==> src/rtl/ps2_rx_frame.sv <==
// ps2_rx_frame: PS/2 device-to-host receiver.
// The raw clock and data lines are synchronised, and the clock is then
// glitch-filtered. Each 11-bit frame is deframed and checked for odd parity
// and the stop bit. For each good frame the block presents the scan code and
// the number of zero bits in it.
// Optional build macro PS2_RX_TIMEOUT_EN: aborts a frame that stalls mid-way.
module ps2_rx_frame #(
  parameter int SYNC_STAGES    = 2,
  parameter int FILTER_LEN     = 8,
  parameter int TIMEOUT_CYCLES = 50000
) (
  input  logic       clk,
  input  logic       rst,
  input  logic       ps2_clk,
  input  logic       ps2_data,
  output logic [7:0] code,
  output logic [3:0] number_of_zeros,
  output logic       code_valid,
  output logic       frame_err
);

  localparam int CNT_W = $clog2(FILTER_LEN + 1);

  if (SYNC_STAGES < 2 || FILTER_LEN < 1 || TIMEOUT_CYCLES < 1) begin : g_param_check
    $error("ps2_rx_frame: SYNC_STAGES >= 2, FILTER_LEN >= 1, TIMEOUT_CYCLES >= 1");
  end

  typedef enum logic [1:0] {IDLE, DATA, PARITY, STOP} state_t;

  logic [SYNC_STAGES-1:0] clk_sync_q, data_sync_q;
  logic                   clk_s, data_s;
  logic                   filt_q, fall_q;
  logic [CNT_W-1:0]       filt_cnt_q;

  state_t     state_q, state_d;
  logic [7:0] shift_q, shift_d;
  logic [2:0] bitcnt_q, bitcnt_d;
  logic       par_q, par_d;
  logic [7:0] code_q, code_d;
  logic [3:0] nz_q, nz_d;
  logic       valid_q, valid_d;
  logic       err_q, err_d;

`ifdef PS2_RX_TIMEOUT_EN
  localparam int TO_W = $clog2(TIMEOUT_CYCLES + 1);
  logic [TO_W-1:0] to_q, to_d;
`endif

  // Zero bits in a byte (equivalently 8 minus the popcount), range 0..8.
  function automatic logic [3:0] count_zeros(input logic [7:0] b);
    logic [3:0] n;
    n = 4'd0;
    for (int i = 0; i < 8; i++) n = n + {3'd0, ~b[i]};
    return n;
  endfunction

  assign clk_s  = clk_sync_q[SYNC_STAGES-1];
  assign data_s = data_sync_q[SYNC_STAGES-1];

  // Synchronise both lines, filter the clock, and strobe on a filtered fall.
  always_ff @(posedge clk) begin
    if (rst) begin
      clk_sync_q  <= '1;
      data_sync_q <= '1;
      filt_q      <= 1'b1;
      filt_cnt_q  <= '0;
      fall_q      <= 1'b0;
    end else begin
      clk_sync_q  <= {clk_sync_q[SYNC_STAGES-2:0], ps2_clk};
      data_sync_q <= {data_sync_q[SYNC_STAGES-2:0], ps2_data};
      fall_q      <= 1'b0;
      if (clk_s != filt_q) begin
        if (filt_cnt_q == CNT_W'(FILTER_LEN - 1)) begin
          filt_q     <= clk_s;
          filt_cnt_q <= '0;
          fall_q     <= filt_q;
        end else begin
          filt_cnt_q <= filt_cnt_q + CNT_W'(1);
        end
      end else begin
        filt_cnt_q <= '0;
      end
    end
  end

  // Frame FSM and output registers.
  always_ff @(posedge clk) begin
    if (rst) begin
      state_q  <= IDLE;
      shift_q  <= '0;
      bitcnt_q <= '0;
      par_q    <= 1'b0;
      code_q   <= '0;
      nz_q     <= '0;
      valid_q  <= 1'b0;
      err_q    <= 1'b0;
`ifdef PS2_RX_TIMEOUT_EN
      to_q     <= '0;
`endif
    end else begin
      state_q  <= state_d;
      shift_q  <= shift_d;
      bitcnt_q <= bitcnt_d;
      par_q    <= par_d;
      code_q   <= code_d;
      nz_q     <= nz_d;
      valid_q  <= valid_d;
      err_q    <= err_d;
`ifdef PS2_RX_TIMEOUT_EN
      to_q     <= to_d;
`endif
    end
  end

  // Next-state logic: advance one bit per fall strobe, judge the frame at STOP.
  always_comb begin
    state_d  = state_q;
    shift_d  = shift_q;
    bitcnt_d = bitcnt_q;
    par_d    = par_q;
    code_d   = code_q;
    nz_d     = nz_q;
    valid_d  = 1'b0;
    err_d    = err_q;
`ifdef PS2_RX_TIMEOUT_EN
    to_d = (fall_q || state_q == IDLE) ? '0 : to_q + TO_W'(1);
`endif
    if (fall_q) begin
      case (state_q)
        IDLE: begin
          if (!data_s) begin
            state_d  = DATA;
            bitcnt_d = 3'd0;
          end
        end
        DATA: begin
          shift_d  = {data_s, shift_q[7:1]};
          bitcnt_d = bitcnt_q + 3'd1;
          if (bitcnt_q == 3'd7) state_d = PARITY;
        end
        PARITY: begin
          par_d   = data_s;
          state_d = STOP;
        end
        STOP: begin
          state_d = IDLE;
          if (((^shift_q) ^ par_q) && data_s) begin
            code_d  = shift_q;
            nz_d    = count_zeros(shift_q);
            valid_d = 1'b1;
            err_d   = 1'b0;
          end else begin
            err_d = 1'b1;
          end
        end
        default: state_d = IDLE;
      endcase
    end
`ifdef PS2_RX_TIMEOUT_EN
    // A stalled frame is dropped; the timeout overrides a coincident strobe.
    if (state_q != IDLE && to_q == TO_W'(TIMEOUT_CYCLES)) begin
      state_d  = IDLE;
      shift_d  = '0;
      bitcnt_d = '0;
      valid_d  = 1'b0;
      err_d    = 1'b1;
      to_d     = '0;
    end
`endif
  end

  assign code            = code_q;
  assign number_of_zeros = nz_q;
  assign code_valid      = valid_q;
  assign frame_err       = err_q;

endmodule
==> config.mk <==
export PLATFORM = sky130hd
export DESIGN_NAME = ps2_rx_frame
export DESIGN_NICKNAME = d
export VERILOG_FILES = /design/src/rtl/ps2_rx_frame.sv
export SDC_FILE = /design/constraint.sdc
export NUM_CORES = 1
export LEC_CHECK = 0
export ABC_AREA = 1
export BUFFER_PORTS_ARGS = -buffer_cell sky130_fd_sc_hd__buf_2
export CORE_ASPECT_RATIO = 0.9
export CORE_MARGIN = 2
export CORE_UTILIZATION = 55
export DETAILED_ROUTE_END_ITERATION = 6
export PLACE_DENSITY = 0.76
export SYNTH_ARGS = -nofsm -noshare
export SYNTH_HDL_FRONTEND = slang
export SYNTH_SLANG_ARGS = --single-unit
==> constraint.sdc <==
create_clock -name clk -period 4 [get_ports clk]
set_input_delay 0.8 -clock clk [delete_from_list [all_inputs] [get_ports clk]]
set_output_delay 0.8 -clock clk [all_outputs]
set_load 0.02 [all_outputs]
Word-level counts from Yosys, hierarchy flattened
Index checks and enable logic that the tools add are counted.

word-level totals
  output and inout bits = 14
  input bits = 4
  register bits after elaboration = 38
  logic and storage cells = 64

cells by class
  add/sub/neg operators = 9
  reductions and logical operators = 14
  equal/unequal tests = 8
  multiplexer cells = 7
  bitwise operators = 13

operators with widths
  kind                                                  number
  adder 4 x 1 -> 4 bit                                  4
  NOT 1 bit                                             12
  AND reduction 3 bit                                   3
  OR reduction 3 bit                                    3
  one-hot mux 2 bit (4 select lines)                    1
  AND reduction 2 bit                                   4
  parity 8 bit                                          1
  one-hot mux 3 bit (2 select lines)                    1
  adder 3 x 1 -> 4 bit                                  1
  adder 4 x 1 -> 4 bit (second input constant)          1
  equality test 2 bit (second input constant)           2
  equality test 4 x 3 -> 1 bit (second input constant)  1
  two-way mux 2 bit                                     2
  != test 2 bit (second input constant)                 2
  adder 2 x 1 -> 3 bit                                  1
  adder 3 x 1 -> 3 bit (second input constant)          1
  equality test 3 bit (second input constant)           1
  two-way mux 3 bit                                     1
  adder 1 x 1 -> 2 bit                                  1
  equality test 2 x 1 -> 1 bit (second input constant)  1
  logical NOT 2 bit                                     1
  two-way mux 1 bit                                     2
  nonzero test 2 bit                                    1
  logical AND 1 bit                                     1
  2 further kinds                                       2

Longest topological paths before layout
  depth after elaboration = 8
  depth in mapped cells = 14
  mapped depth without buffers = 13

Worst setup path after synthesis
OpenSTA, ideal clock, no wires.

  kind = register -> register
  from = reg shift_q[0]
  to = reg nz_q[2] (netlist: number_of_zeros[2])
  data required time = 3887 ps
  period minus slack after synthesis = 2789 ps
  library setup time = 113 ps
  cell stages (with the launch flop) = 11
  path buffers = 0
  path slack = 1211 ps
  arrival time = 2676 ps
  cells stage by stage = dfxtp_1 inv_1 fa_1 fa_1 fa_1 ha_1 inv_1 fa_1 xnor2_1 nand3_1 nand2_1

between the ends
  cells in the longest elaborated chain, start to end = 8
  elaborated cells between the ends (all ways) = 12
  classes of those cells = add/sub (7); bitwise (2); reduce/logical (3)

ends and longest elaborated chain
  element                             RTL line  text
  start, declared                     36        logic [7:0] shift_q, shift_d;
  start signal, assigned              102       shift_q <= shift_d;
  NOT 1 bit                           53        for (int i = 0; i < 8; i++) n = n + {3'd0, ~b[i]};
  adder 1 x 1 -> 2 bit                53
  adder 2 x 1 -> 3 bit                53
  adder 3 x 1 -> 4 bit                53
  adder 4 x 1 -> 4 bit (4 in series)  53
  end signal, assigned                106       nz_q <= nz_d;
  end, declared                       40        logic [3:0] nz_q, nz_d;

Parallel ways exist; a longest one is shown, timed or not.
A chain may end at the register's enable or synchronous reset.

Worst setup path after layout
  from = reg shift_q[1]
  to = reg nz_q[2] (netlist: number_of_zeros[2])

Same word-level chain as after synthesis.

==> out/summary.md <==
The die is 57.94 um tall. The fraction of final layout cells sized beyond drive strength 1 came out at 0.1891. The starting density of the core was 0.5798; the final antenna-violating net count was 0. The routed layout has 1,433 vias. The met3 wirelength from detailed routing was 135 um.

Routability-driven placement finished with a final weighted congestion of 0.8390. Number of slew-limit violations in the final report: 0. Yosys mapped a number of flops with a built-in enable equal to 0. The largest net degree at the start of global routing came out at 39. The number of antenna repair diodes is 0, and the post-layout minimum cycle time is 2.897 ns. Counting every sink on the clock net gives 38. Power comes to 0.0007262 W. The stage delay of the slowest cell on the critical path works out to 0.54 ns. The H-tree depth reported by CTS was 2; the fraction of the core area covered by cells at the end of the flow was 0.6463. The highest clock frequency the design can meet is 345.1 MHz, and the reported leakage power is 0.9156 nW. For this design the ratio of total power to cell area is 366.4 nW/um^2. Setup slack on the critical path of the routed design comes to 1.103 ns. TritonCTS built the clock tree.

Most prevalent standard cell on the critical path: sky130_fd_sc_hd__fa_1. The required time of the critical path was 4.26 ns. The logs give 0.4279 for the sequential fraction of the synthesis area and 3067 sq um for the core area. In the final routed layout, each cell accounts on average for 11.54 um.

The top cell types in the final layout, fill and taps aside, are sky130_fd_sc_hd__nand2_1, sky130_fd_sc_hd__dfxtp_1, sky130_fd_sc_hd__nand3_1, sky130_fd_sc_hd__inv_1, sky130_fd_sc_hd__buf_2. The Yosys step of the flow raised 0 warnings. The tree is rooted in a sky130_fd_sc_hd__clkbuf_4. The top metal layer carrying routed signals is met4. The logs give 239 for the net count after synthesis and 0.6952 for the worst max-slew margin expressed relative to the limit.

For this block, wires on met1 add up to 1.565 mm. Clock-pin slew was measured on the worst setup and hold paths at 0.12 ns. The clock tree skew after final layout was 0.006913 ns. The arrival time reported for the critical path endpoint is 3.16 ns, and the total DRC errors in the routed layout is 0. Leaving out fill and tap cells, the most frequent cell in the layout is sky130_fd_sc_hd__nand2_1. The tightest min-delay check is of the reg -> reg type. Across the run, the number of max-cap violations was 0. Clock latency on the worst-skew pair, taken at its later pin, is 0.35 ns. The overall fraction of global-route tracks in use was 0.1954.

Cell area after technology mapping: 1778 sq um. The first global-routing pass estimated 5.526 mm of wire. The transition at the pin with the smallest max-transition slack came out at 0.4524 ns.

After clock tree synthesis, the setup repair step added 0 buffers. Dividing the detail-routed via count by the number of cells gives 5.118. The die is 63.93 um wide.

Summed over all layers, the routed wires come to 3.230 mm. The final count of hold timing violations is 0, and the synthesis-to-finish area growth is 11.47%. Walking the worst path, the cells encountered are inv_1 -> fa_1 -> fa_1 -> fa_1 -> ha_1 -> inv_1 -> fa_1 -> xnor2_1 -> nand3_1 -> nand2_1.

In the detailed route, the total length drawn on met2 is 1.459 mm. The run gives 1.124 ns as the setup slack after placement. The share of synthesized registers carrying an async set or reset works out to 0.

The via count of the first global-routing pass was 1,325. The fraction of post-synthesis cell area in the top cell type by area works out to 0.4279. The floorplan die area is 3704 sq um. Total negative setup slack: 0 ns. By area the synthesized netlist is led by sky130_fd_sc_hd__dfxtp_1, sky130_fd_sc_hd__nand2_1, sky130_fd_sc_hd__nand3_1, sky130_fd_sc_hd__ha_1, sky130_fd_sc_hd__fa_1. Along the worst path, the maximum fanout reaches 3. The flow ran to the end, and the final reports show no timing, DRC or antenna violations.

18 I/O pins were placed. Grouping stages by cell kind, the critical path spends the most delay in adder cells. The slowest stage cell on the critical path is sky130_fd_sc_hd__fa_1. The standard-cell row count was 19.

The tools report the half-perimeter wire length of the detailed placement result as 2.234 mm. The setup path with the least slack is of type reg -> reg. The portion of the clock cycle consumed by the worst path in the final layout works out to 0.7243. The number of hold buffers added after CTS is 0, and the combined buffer and inverter count along the critical path is 2. The first-iteration detailed-routing DRC count is 66. The first detailed-routing pass took 4 iterations. The post-synthesis instance total is 220, and the count of input and output buffers is 17.

Distinct cell type count of the synthesized netlist: 25. The number of resized instances in the post-cts repair step was 0; the mean post-synth cell area was 8.082 sq um. Across the VDD grid, the largest voltage drop is 0.0002156 V. The tools report the net count of the finished layout as 256.

The tools report the startpoint class of the critical path as a flop. No sink is reached through more buffers than the 2 on the longest clock path. Setup repair after global routing left no endpoint under its margin. The total overflow left after global routing is 0.

Setup violations remaining at the end of the flow were counted as 0. The worst setup path is captured at a flop. In this run, synthesis produced a sequential element count of 38. The biggest area contributor in the post-synthesis netlist is sky130_fd_sc_hd__dfxtp_1. For the number of clock buffers inserted by TritonCTS, the log shows 5. The top flip-flop cell by instance count after synthesis was sky130_fd_sc_hd__dfxtp_1. The initial antenna violation count was 0.
## metal layers
| layer | vias up | track usage |
|---|---|---|
| met5 | - | 0 |
| met4 | 0 | 0.1025 |
| met3 | 8 | 0.04660 |
| met2 | 29 | 0.3244 |
| met1 | 647 | 0.2376 |
| li1 | 749 | - |
## final cells by class
type / count / area, sq um
clock inverter: 3 / 68.82
timing repair buffer: 18 / 92.59
fill: 267 / 1085
clock buffer: 5 / 37.54
inverter: 22 / 82.58
tap: 42 / 52.55
sequential: 38 / 760.7
multi-input combinational: 152 / 887.1
## power by group
group / switching, W / total (W) / internal [W] / leakage, nW
Combinational: 0.00000944 / 0.0000138 / 0.00000437 / 0.553
Sequential: 0.00000100 / 0.000381 / 0.000380 / 0.307
Clock: 0.000136 / 0.000331 / 0.000195 / 0.0554
Total: 0.000146 / 0.000726 / 0.000580 / 0.916
## synthesized netlist by cell type, drive strengths merged (2+ instances only)
master  count
fa          4
xor2        2
o21ai      14
nand3      31
ha         11
clkbuf      4
inv        22
or2         5
nand2      55
a21oi      15
dfxtp      38
buf         4
nor3        2
nor2        9
## state kept, by name, indices dropped and copies added, names as in the netlist
register         count
bitcnt_q             3
clk_sync_q           2
code                 8
code_valid           1
data_sync_q          2
fall_q               1
filt_cnt_q           4
filt_q               1
frame_err            1
number_of_zeros      4
par_q                1
shift_q              8
state_q              2
## path summary, 6_finish.rpt
| check | cells after the start | slack [ns] | endpoint | start |
|---|---|---|---|---|
| setup reg to reg | 10 | 1.10 | number_of_zeros[2] | shift_q[1] |
| setup / recovery | 10 | 1.10 | number_of_zeros[2] | shift_q[1] |
| hold / removal | 1 | 0.42 | data_sync_q[1] | data_sync_q[0] |
| hold reg to reg | 1 | 0.42 | data_sync_q[1] | data_sync_q[0] |
## worst register-to-register path, cell delays in order, from the launching register on
cell and delay (ns):
sky130_fd_sc_hd__dfxtp_1 0.37, sky130_fd_sc_hd__inv_1 0.09, sky130_fd_sc_hd__fa_1 0.54, sky130_fd_sc_hd__fa_1 0.44, sky130_fd_sc_hd__fa_1 0.52, sky130_fd_sc_hd__ha_1 0.15
sky130_fd_sc_hd__inv_1 0.05, sky130_fd_sc_hd__fa_1 0.37, sky130_fd_sc_hd__xnor2_1 0.13, sky130_fd_sc_hd__nand3_1 0.08, sky130_fd_sc_hd__nand2_1 0.05
## logic make-up after synthesis
group	share of synthesized area
flops	0.4279
buf+inv	0.07319
fa+ha+maj	0.1224
simple gates	0.2738
compound gates	0.08797
xor+xnor	0.01478
## stage by stage
step | hold WS, ns | instance area, sq um | instances
global route | 0.4454 | 1982 | 280
finish | 0.4190 | 1982 | 280
detailed placement | 0.3923 | 1876 | 272
global placement | 0.3912 | 1876 | 272
CTS | 0.4208 | 1982 | 280
floorplan | 0.3895 | 1778 | 220
Note: power is estimated with default switching activity, not from simulation.
